<file path="config.mk">
export PLATFORM = sky130hd
export DESIGN_NAME = control_sequencer
export DESIGN_NICKNAME = d
export VERILOG_FILES = /design/src/rtl/sequencer_pkg.sv /design/src/rtl/control_sequencer_opcode_classifier.sv /design/src/rtl/control_sequencer.sv
export SDC_FILE = /design/constraint.sdc
export NUM_CORES = 1
export LEC_CHECK = 0
export ABC_AREA = 1
export BUFFER_PORTS_ARGS = -buffer_cell sky130_fd_sc_hd__buf_2
export CAP_MARGIN = 20
export CORE_MARGIN = 3
export CORE_UTILIZATION = 48
export CTS_BUF_LIST = sky130_fd_sc_hd__clkbuf_16
export DETAILED_ROUTE_END_ITERATION = 10
export GPL_TIMING_DRIVEN = 0
export PLACE_DENSITY = 0.81
export SYNTH_ARGS = -nofsm -noshare
export SYNTH_HDL_FRONTEND = slang
export SYNTH_SLANG_ARGS = --single-unit
</file>
<file path="constraint.sdc">
create_clock -name clock -period 2.6 [get_ports clock]
set_input_delay 0.39 -clock clock [delete_from_list [all_inputs] [get_ports clock]]
set_output_delay 0.39 -clock clock [all_outputs]
set_load 0.005 [all_outputs]
</file>
<file path="src/rtl/sequencer_pkg.sv">
// Shared opcodes, step encodings, instruction classes and control bundle
// for the Mini-SRC control sequencer.
package sequencer_pkg;

  localparam logic [4:0] OP_LD   = 5'd0;
  localparam logic [4:0] OP_LDI  = 5'd1;
  localparam logic [4:0] OP_ST   = 5'd2;
  localparam logic [4:0] OP_ADD  = 5'd3;
  localparam logic [4:0] OP_SUB  = 5'd4;
  localparam logic [4:0] OP_AND  = 5'd5;
  localparam logic [4:0] OP_OR   = 5'd6;
  localparam logic [4:0] OP_SHR  = 5'd7;
  localparam logic [4:0] OP_SHRA = 5'd8;
  localparam logic [4:0] OP_SHL  = 5'd9;
  localparam logic [4:0] OP_ROR  = 5'd10;
  localparam logic [4:0] OP_ROL  = 5'd11;
  localparam logic [4:0] OP_ADDI = 5'd12;
  localparam logic [4:0] OP_ANDI = 5'd13;
  localparam logic [4:0] OP_ORI  = 5'd14;
  localparam logic [4:0] OP_MUL  = 5'd15;
  localparam logic [4:0] OP_DIV  = 5'd16;
  localparam logic [4:0] OP_NEG  = 5'd17;
  localparam logic [4:0] OP_NOT  = 5'd18;
  localparam logic [4:0] OP_BR   = 5'd19;
  localparam logic [4:0] OP_JR   = 5'd20;
  localparam logic [4:0] OP_JAL  = 5'd21;
  localparam logic [4:0] OP_IN   = 5'd22;
  localparam logic [4:0] OP_OUT  = 5'd23;
  localparam logic [4:0] OP_MFHI = 5'd24;
  localparam logic [4:0] OP_MFLO = 5'd25;
  localparam logic [4:0] OP_NOP  = 5'd26;
  localparam logic [4:0] OP_HALT = 5'd27;

  localparam logic [3:0] S_T0   = 4'd0;
  localparam logic [3:0] S_T1   = 4'd1;
  localparam logic [3:0] S_T2   = 4'd2;
  localparam logic [3:0] S_T3   = 4'd3;
  localparam logic [3:0] S_T4   = 4'd4;
  localparam logic [3:0] S_T5   = 4'd5;
  localparam logic [3:0] S_T6   = 4'd6;
  localparam logic [3:0] S_T7   = 4'd7;
  localparam logic [3:0] S_HALT = 4'd8;

  typedef enum logic [3:0] {
    CL_RR, CL_IMM, CL_MULDIV, CL_UNARY,
    CL_LD, CL_LDI, CL_ST, CL_BR, CL_JR,
    CL_IN, CL_OUT, CL_MFHI, CL_MFLO,
    CL_NOP, CL_HALT
  } iclass_t;

  typedef struct packed {
    logic gra;
    logic grb;
    logic grc;
    logic r_in;
    logic r_out;
    logic ba_out;
    logic c_out;
    logic pc_out;
    logic pc_in;
    logic inc_pc;
    logic mar_in;
    logic mdr_in;
    logic mdr_out;
    logic ir_in;
    logic y_in;
    logic z_in;
    logic zlow_out;
    logic zhigh_out;
    logic hi_in;
    logic lo_in;
    logic hi_out;
    logic lo_out;
    logic con_in;
    logic inport_out;
    logic outport_in;
    logic read;
    logic write;
  } ctrl_t;

  // Final execute step of each class; after it the sequencer refetches.
  function automatic logic [3:0] last_step(iclass_t c);
    logic [3:0] s;
    s = S_T3;
    case (c)
      CL_RR, CL_IMM, CL_LDI: s = S_T5;
      CL_MULDIV, CL_BR:      s = S_T6;
      CL_UNARY:              s = S_T4;
      CL_LD, CL_ST:          s = S_T7;
      default:               s = S_T3;
    endcase
    return s;
  endfunction

endpackage

</file>
<file path="src/rtl/control_sequencer_opcode_classifier.sv">
// Combinational opcode-to-instruction-class map.
// Unlisted opcodes (including jal and 28-31) execute as nop.
module opcode_classifier
  import sequencer_pkg::*;
(
  input  logic [4:0] opcode_i,
  output iclass_t    class_o
);

  always_comb begin
    class_o = CL_NOP;
    case (opcode_i)
      OP_ADD, OP_SUB, OP_AND, OP_OR, OP_SHR,
      OP_SHRA, OP_SHL, OP_ROR, OP_ROL: class_o = CL_RR;
      OP_ADDI, OP_ANDI, OP_ORI:        class_o = CL_IMM;
      OP_MUL, OP_DIV:                  class_o = CL_MULDIV;
      OP_NEG, OP_NOT:                  class_o = CL_UNARY;
      OP_LD:                           class_o = CL_LD;
      OP_LDI:                          class_o = CL_LDI;
      OP_ST:                           class_o = CL_ST;
      OP_BR:                           class_o = CL_BR;
      OP_JR:                           class_o = CL_JR;
      OP_IN:                           class_o = CL_IN;
      OP_OUT:                          class_o = CL_OUT;
      OP_MFHI:                         class_o = CL_MFHI;
      OP_MFLO:                         class_o = CL_MFLO;
      OP_HALT:                         class_o = CL_HALT;
      default:                         class_o = CL_NOP;
    endcase
  end

endmodule

</file>
<file path="src/rtl/control_sequencer.sv">
// Moore step sequencer for the Mini-SRC datapath: fetch T0-T2,
// execute T3-T7, memory-handshake stalls and HALT.
module control_sequencer
  import sequencer_pkg::*;
#(
  parameter int OPW   = 5,
  parameter int STEPW = 3
) (
  input  logic           clock,
  input  logic           clear,
  input  logic [31:0]    ir,
  input  logic           con_ff,
  input  logic           mem_done,
  output logic           run,
  output logic           gra,
  output logic           grb,
  output logic           grc,
  output logic           r_in,
  output logic           r_out,
  output logic           ba_out,
  output logic           c_out,
  output logic           pc_out,
  output logic           pc_in,
  output logic           inc_pc,
  output logic           mar_in,
  output logic           mdr_in,
  output logic           mdr_out,
  output logic           ir_in,
  output logic           y_in,
  output logic           z_in,
  output logic           zlow_out,
  output logic           zhigh_out,
  output logic           hi_in,
  output logic           lo_in,
  output logic           hi_out,
  output logic           lo_out,
  output logic           con_in,
  output logic           inport_out,
  output logic           outport_in,
  output logic           read,
  output logic           write,
  output logic [OPW-1:0] alu_op
);

  localparam logic [STEPW:0] STEP_INC = 1;

  logic [STEPW:0] state_q, state_d;
  logic           run_q, run_d;
  logic [OPW-1:0] opcode;
  logic [26:0]    unused_ir;
  iclass_t        cls;
  ctrl_t          ctl;
  logic [OPW-1:0] alu;

  assign opcode    = ir[31 -: OPW];
  assign unused_ir = ir[26:0];

  opcode_classifier u_cls (
    .opcode_i (opcode),
    .class_o  (cls)
  );

  always_comb begin
    ctl = '0;
    alu = OP_ADD;
    case (state_q)
      S_T0: begin
        ctl.pc_out = 1'b1; ctl.mar_in = 1'b1;
        ctl.inc_pc = 1'b1; ctl.z_in   = 1'b1;
      end
      S_T1: begin
        ctl.zlow_out = 1'b1; ctl.pc_in  = 1'b1;
        ctl.read     = 1'b1; ctl.mdr_in = 1'b1;
      end
      S_T2: begin
        ctl.mdr_out = 1'b1; ctl.ir_in = 1'b1;
      end
      S_T3: begin
        case (cls)
          CL_RR, CL_IMM: begin
            ctl.grb = 1'b1; ctl.r_out = 1'b1; ctl.y_in = 1'b1;
            alu = opcode;
          end
          CL_MULDIV: begin
            ctl.gra = 1'b1; ctl.r_out = 1'b1; ctl.y_in = 1'b1;
          end
          CL_UNARY: begin
            ctl.grb = 1'b1; ctl.r_out = 1'b1; ctl.z_in = 1'b1;
            alu = opcode;
          end
          CL_LD, CL_LDI, CL_ST: begin
            ctl.grb = 1'b1; ctl.ba_out = 1'b1; ctl.y_in = 1'b1;
          end
          CL_BR: begin
            ctl.gra = 1'b1; ctl.r_out = 1'b1; ctl.con_in = 1'b1;
          end
          CL_JR: begin
            ctl.gra = 1'b1; ctl.r_out = 1'b1; ctl.pc_in = 1'b1;
          end
          CL_IN: begin
            ctl.inport_out = 1'b1; ctl.gra = 1'b1; ctl.r_in = 1'b1;
          end
          CL_OUT: begin
            ctl.gra = 1'b1; ctl.r_out = 1'b1; ctl.outport_in = 1'b1;
          end
          CL_MFHI: begin
            ctl.hi_out = 1'b1; ctl.gra = 1'b1; ctl.r_in = 1'b1;
          end
          CL_MFLO: begin
            ctl.lo_out = 1'b1; ctl.gra = 1'b1; ctl.r_in = 1'b1;
          end
          default: ;
        endcase
      end
      S_T4: begin
        case (cls)
          CL_RR: begin
            ctl.grc = 1'b1; ctl.r_out = 1'b1; ctl.z_in = 1'b1;
            alu = opcode;
          end
          CL_IMM: begin
            ctl.c_out = 1'b1; ctl.z_in = 1'b1;
            alu = opcode;
          end
          CL_MULDIV: begin
            ctl.grb = 1'b1; ctl.r_out = 1'b1; ctl.z_in = 1'b1;
            alu = opcode;
          end
          CL_UNARY: begin
            ctl.zlow_out = 1'b1; ctl.gra = 1'b1; ctl.r_in = 1'b1;
          end
          CL_LD, CL_LDI, CL_ST: begin
            ctl.c_out = 1'b1; ctl.z_in = 1'b1;
          end
          CL_BR: begin
            ctl.pc_out = 1'b1; ctl.y_in = 1'b1;
          end
          default: ;
        endcase
      end
      S_T5: begin
        case (cls)
          CL_RR, CL_IMM: begin
            ctl.zlow_out = 1'b1; ctl.gra = 1'b1; ctl.r_in = 1'b1;
            alu = opcode;
          end
          CL_MULDIV: begin
            ctl.zlow_out = 1'b1; ctl.lo_in = 1'b1;
          end
          CL_LD, CL_ST: begin
            ctl.zlow_out = 1'b1; ctl.mar_in = 1'b1;
          end
          CL_LDI: begin
            ctl.zlow_out = 1'b1; ctl.gra = 1'b1; ctl.r_in = 1'b1;
          end
          CL_BR: begin
            ctl.c_out = 1'b1; ctl.z_in = 1'b1;
          end
          default: ;
        endcase
      end
      S_T6: begin
        case (cls)
          CL_MULDIV: begin
            ctl.zhigh_out = 1'b1; ctl.hi_in = 1'b1;
          end
          CL_LD: begin
            ctl.read = 1'b1; ctl.mdr_in = 1'b1;
          end
          CL_ST: begin
            ctl.gra = 1'b1; ctl.r_out = 1'b1; ctl.mdr_in = 1'b1;
          end
          CL_BR: begin
            ctl.zlow_out = 1'b1; ctl.pc_in = con_ff;
          end
          default: ;
        endcase
      end
      S_T7: begin
        case (cls)
          CL_LD: begin
            ctl.mdr_out = 1'b1; ctl.gra = 1'b1; ctl.r_in = 1'b1;
          end
          CL_ST: ctl.write = 1'b1;
          default: ;
        endcase
      end
      default: ;
    endcase
    // Reset and HALT force every control, alu_op included, to zero.
    if (!run_q) begin
      ctl = '0;
      alu = '0;
    end
  end

  always_comb begin
    state_d = state_q;
    run_d   = run_q;
    if (!run_q) begin
      if (state_q != S_HALT) begin
        state_d = S_T0;
        run_d   = 1'b1;
      end
    end else if ((ctl.read || ctl.write) && !mem_done) begin
      state_d = state_q;
    end else if (state_q == last_step(cls)) begin
      if (cls == CL_HALT) begin
        state_d = S_HALT;
        run_d   = 1'b0;
      end else begin
        state_d = S_T0;
      end
    end else begin
      state_d = state_q + STEP_INC;
    end
  end

  always_ff @(posedge clock) begin
    if (clear) begin
      state_q <= S_T0;
      run_q   <= 1'b0;
    end else begin
      state_q <= state_d;
      run_q   <= run_d;
    end
  end

  assign run        = run_q;
  assign alu_op     = alu;
  assign gra        = ctl.gra;
  assign grb        = ctl.grb;
  assign grc        = ctl.grc;
  assign r_in       = ctl.r_in;
  assign r_out      = ctl.r_out;
  assign ba_out     = ctl.ba_out;
  assign c_out      = ctl.c_out;
  assign pc_out     = ctl.pc_out;
  assign pc_in      = ctl.pc_in;
  assign inc_pc     = ctl.inc_pc;
  assign mar_in     = ctl.mar_in;
  assign mdr_in     = ctl.mdr_in;
  assign mdr_out    = ctl.mdr_out;
  assign ir_in      = ctl.ir_in;
  assign y_in       = ctl.y_in;
  assign z_in       = ctl.z_in;
  assign zlow_out   = ctl.zlow_out;
  assign zhigh_out  = ctl.zhigh_out;
  assign hi_in      = ctl.hi_in;
  assign lo_in      = ctl.lo_in;
  assign hi_out     = ctl.hi_out;
  assign lo_out     = ctl.lo_out;
  assign con_in     = ctl.con_in;
  assign inport_out = ctl.inport_out;
  assign outport_in = ctl.outport_in;
  assign read       = ctl.read;
  assign write      = ctl.write;

endmodule

</file>
==> metrics.md <==
| Metric | Value |
|---|---|
| Post-synth cell types | `39` |
| Crit-path cells | `buf_4 > inv_4 > ha_4 > inv_1 > nand2_1 > nand2_1 > nand2_1 > nand2_4 > nand2_8 > nor2_4 > buf_4 > buf_4 > nand3_1 > a41oi_1 > buf_2` |
| Synthesis-stage register bit count | `5` |
| Worst skew pair latency | `roughly 0.23 ns` |
| R2r startpoint | `state_q[0]` |
| Yosys top cell by area | `nand2_1` |
| # fillers | `between 200 and 300` |
| Crit Path Max Fanout | `7` |
| # hold bufs at CTS | `0` |
| Pwr Density | `302 nW/um^2` |
| Setup violators final | `0` |
| Final Cell Area | `1950 um^2` |
| Synth top area share | `13.8%` |
| Avg Cell Area, Syn | `6.03 um^2` |
| Endpoint with the worst hold slack | `state_q[2]` |
| Vias | `1,732` |
| Worst Path Required | `2.21 ns` |
| WP buf/inv | `6` |
| Drt pass-1 iters | `4` |
| P&R area growth vs syn | `27.6%` |
| HP Class | `input port to register` |
| Mapped Nets | `300` |
| DRC viols | `0` |
| Final Hold Viols | `0` |
| Placement Cell Area | `1780 um^2` |
| Drt via density | `5.05` |
| Die W | `62.4 um` |
| Area contributors post-synth | `nand2_1, inv_1, ha_1, nor2_1, dfxtp_1` |
| Routed Antenna Nets | `0` |
| Die extent in y | `62.4 um` |
| Grt ovf | `0` |
| Synth top cells by count | `nand2_1, inv_1, nor2_1` |
| CORE AREA | `2900 um^2` |
| VDD IR max | `401 uV` |
| Highest-delay cell along the critical path | `a41oi_1` |
| Most frequent cell after synthesis | `nand2_1` |
| # nets final | `349` |
| WL final | `4.16 mm` |
| # rows | `19` |
| Worst hold start | `clear` |
| Clk pin slew, worst setup/hold paths | `0.03 ns` |
| Cells after Synth | `253` |
| RSZ-0062 raised after global routing | `true` |
| Root Buffer Master | `clkbuf_16` |
| Period minus WS final | `2.49 ns` |
| Peak Freq | `401 MHz` |
| Largest net degree at the start of global routing | `11` |
| Hold Crit Depth | `2` |
| Power, Total | `about 0.00059 W` |
| Max-capacitance violation count | `0` |
| H-tree depth | `1` |
| Starting Density | `between 50% and 60%` |
| Inst Count DP | `335` |
| Max clock buf depth | `2` |
| Ant diodes | `0` |
| Worst path arrival time | `2.10 ns` |
| Hold WS | `0.354 ns` |
| Setup Crit Path Kind | `input port to output port` |
| Global-route wire length before repair | `7.06 mm` |
| TritonCTS clock tree | `built` |
| Worst slew margin | `68.6%` |
| Die ar. | `~4000 um^2` |
| Initial DRC Count | `120` |
| Largest stage delay, worst path | `between 0.2 and 0.25 ns` |
| Seq/Total Area, Yosys | `6.56%` |
| Cells on worst reg2reg path | `12` |
| Layout cells sized above 1 | `between 30 and 40%` |
| Async SR Flop Fraction | `0%` |
| IO Count | `69` |
| Least-Margin Pin Slew | `0.471 ns` |
| Delay-heaviest family, CP | `buffers and inverters` |
| Cell Count, Final, Fillers Out | `343` |
| Post-synth EDFFs | `0` |
| Crit start category | `input port` |
| Vias in the first global route | `1,585` |
| Yosys warning total | `0` |
| R2r setup slk | `0.77 ns` |
| Gr usage total | `approximately 22%` |
| GPL Wtd Cong | `1.00` |
| Mapped cell area | `between 1500 and 2000 um^2` |
| Port Buffer Count | `40` |
| Antenna violations before repair | `0` |
| WL/cell | `12.1 um` |
| Clk_skew | `0.00427 ns` |
| Outcome | `completed` |
| Clock Sinks | `5` |
| Worst r2r dst | `state_q[1]` |
| Crit path capture type | `output port` |
| Final Cycle Share | `95.9%` |
| Ys flop type | `dfxtp_1` |
| Pins Over Slew Limit | `0` |
| Leakage dissipation | `1.03 nW` |
| Hpwl dp | `3.40 mm` |
| Inserted Clock Buffers | `3` |
## final cells by class
| class | instances | area, um^2 | area share [%] |
|---|---|---|---|
| multi-input cells | 192 | 1240 | 63.9 |
| repair buffers | 44 | 235 | 12.1 |
| inverters | 52 | 210 | 10.8 |
| flip-flops and latches | 5 | 100 | 5.14 |
| clock buffers | 3 | 75.1 | 3.86 |
| well taps | 42 | 52.6 | 2.70 |
| plain buffers | 4 | 26.3 | 1.35 |
| clock inverters | 1 | 3.75 | 0.193 |
## worst max path at each step
| stage | start | to | cells past startpoint |
|---|---|---|---|
| 2_1_floorplan | ir[27] | gra | 14 |
| 3_3_place_gp | ir[27] | gra | 16 |
| 3_5_place_dp | ir[27] | gra | 16 |
| 4_1_cts | ir[28] | alu_op[4] | 17 |
| 5_1_grt | state_q[3] | y_in | 8 |
| 6_report | ir[27] | r_out | 15 |
## report_power, final
group / internal [W] / total [W] / switching, W
Clock: 0.000199 / 0.000251 / 0.0000521
Combinational: 0.0000882 / 0.000251 / 0.000163
Sequential: 0.0000804 / 0.0000848 / 0.00000448
## stage by stage
stage	utilization [%]	setup WS (ns)	TNS [ns]
4_1_cts	64.8	0.0102	0
6_report	67.1	0.107	0
5_1_grt	67.1	-0.0266	-0.0496
3_5_place_dp	61.3	-0.113	-0.399
3_3_place_gp	61.3	-0.102	-0.210
2_1_floorplan	-	0.401	0
## flip-flops by register name (all words and copies together), names as in the netlist
register and cells:
run 1, state_q 4
## per-layer routing
metal | GRT usage (%) | share of wire, % | routed length (um) | up-vias
met4 | 3.86 | 0.46 | 19 | 0
met5 | 0 | 0 | 0 | -
met2 | 37.4 | 48 | 2000 | 57
met1 | 28.3 | 46 | 1900 | 766
met3 | 3.42 | 5.7 | 238 | 3
li1 | - | - | - | 906
## worst reg2reg max path: cells and delay by family (launching register included)
family          cells  cell delay [ns]
compound gates      1             0.15
simple gates        7             0.75
buf+inv             3             0.30
fa+ha+maj           1             0.20
flops               1             0.36
## layout by cell type (no fill, tap or decap), drive strengths merged
master and n:
xor2 1, clkbuf 6, nor3 2, inv 53, ha 11, nor4 1
o211ai 2, o31ai 2, dfxtp 5, nand2 73, and2 1, nand3 24
o2111ai 1, a31oi 3, a41oi 2, a21oi 12, nand4 4, a22oi 1
o21ai 13, and3 2, nor2 36, o22ai 1, buf 45
## logic make-up after synthesis
logic type,Yosys count,synth area share (%)
AND/OR/NAND/NOR,143,51.8
buffers and inverters,56,15.2
AO/OA/AOI/OAI,37,16.9
adder cells (fa/ha/maj),11,9.02
flip-flops,5,6.56
XOR/XNOR,1,0.574
## timing repair
action | 4_1_cts | 5_1_grt
cloned | 0 | 0
pin swaps | 1 | 3
gates resized for setup | 5 | 15
setup endpoints to repair | 10 | 20
buffers inserted | 2 | 2
endpoints found under the hold margin | 0 | 0
(Power assumes the default switching activity.)
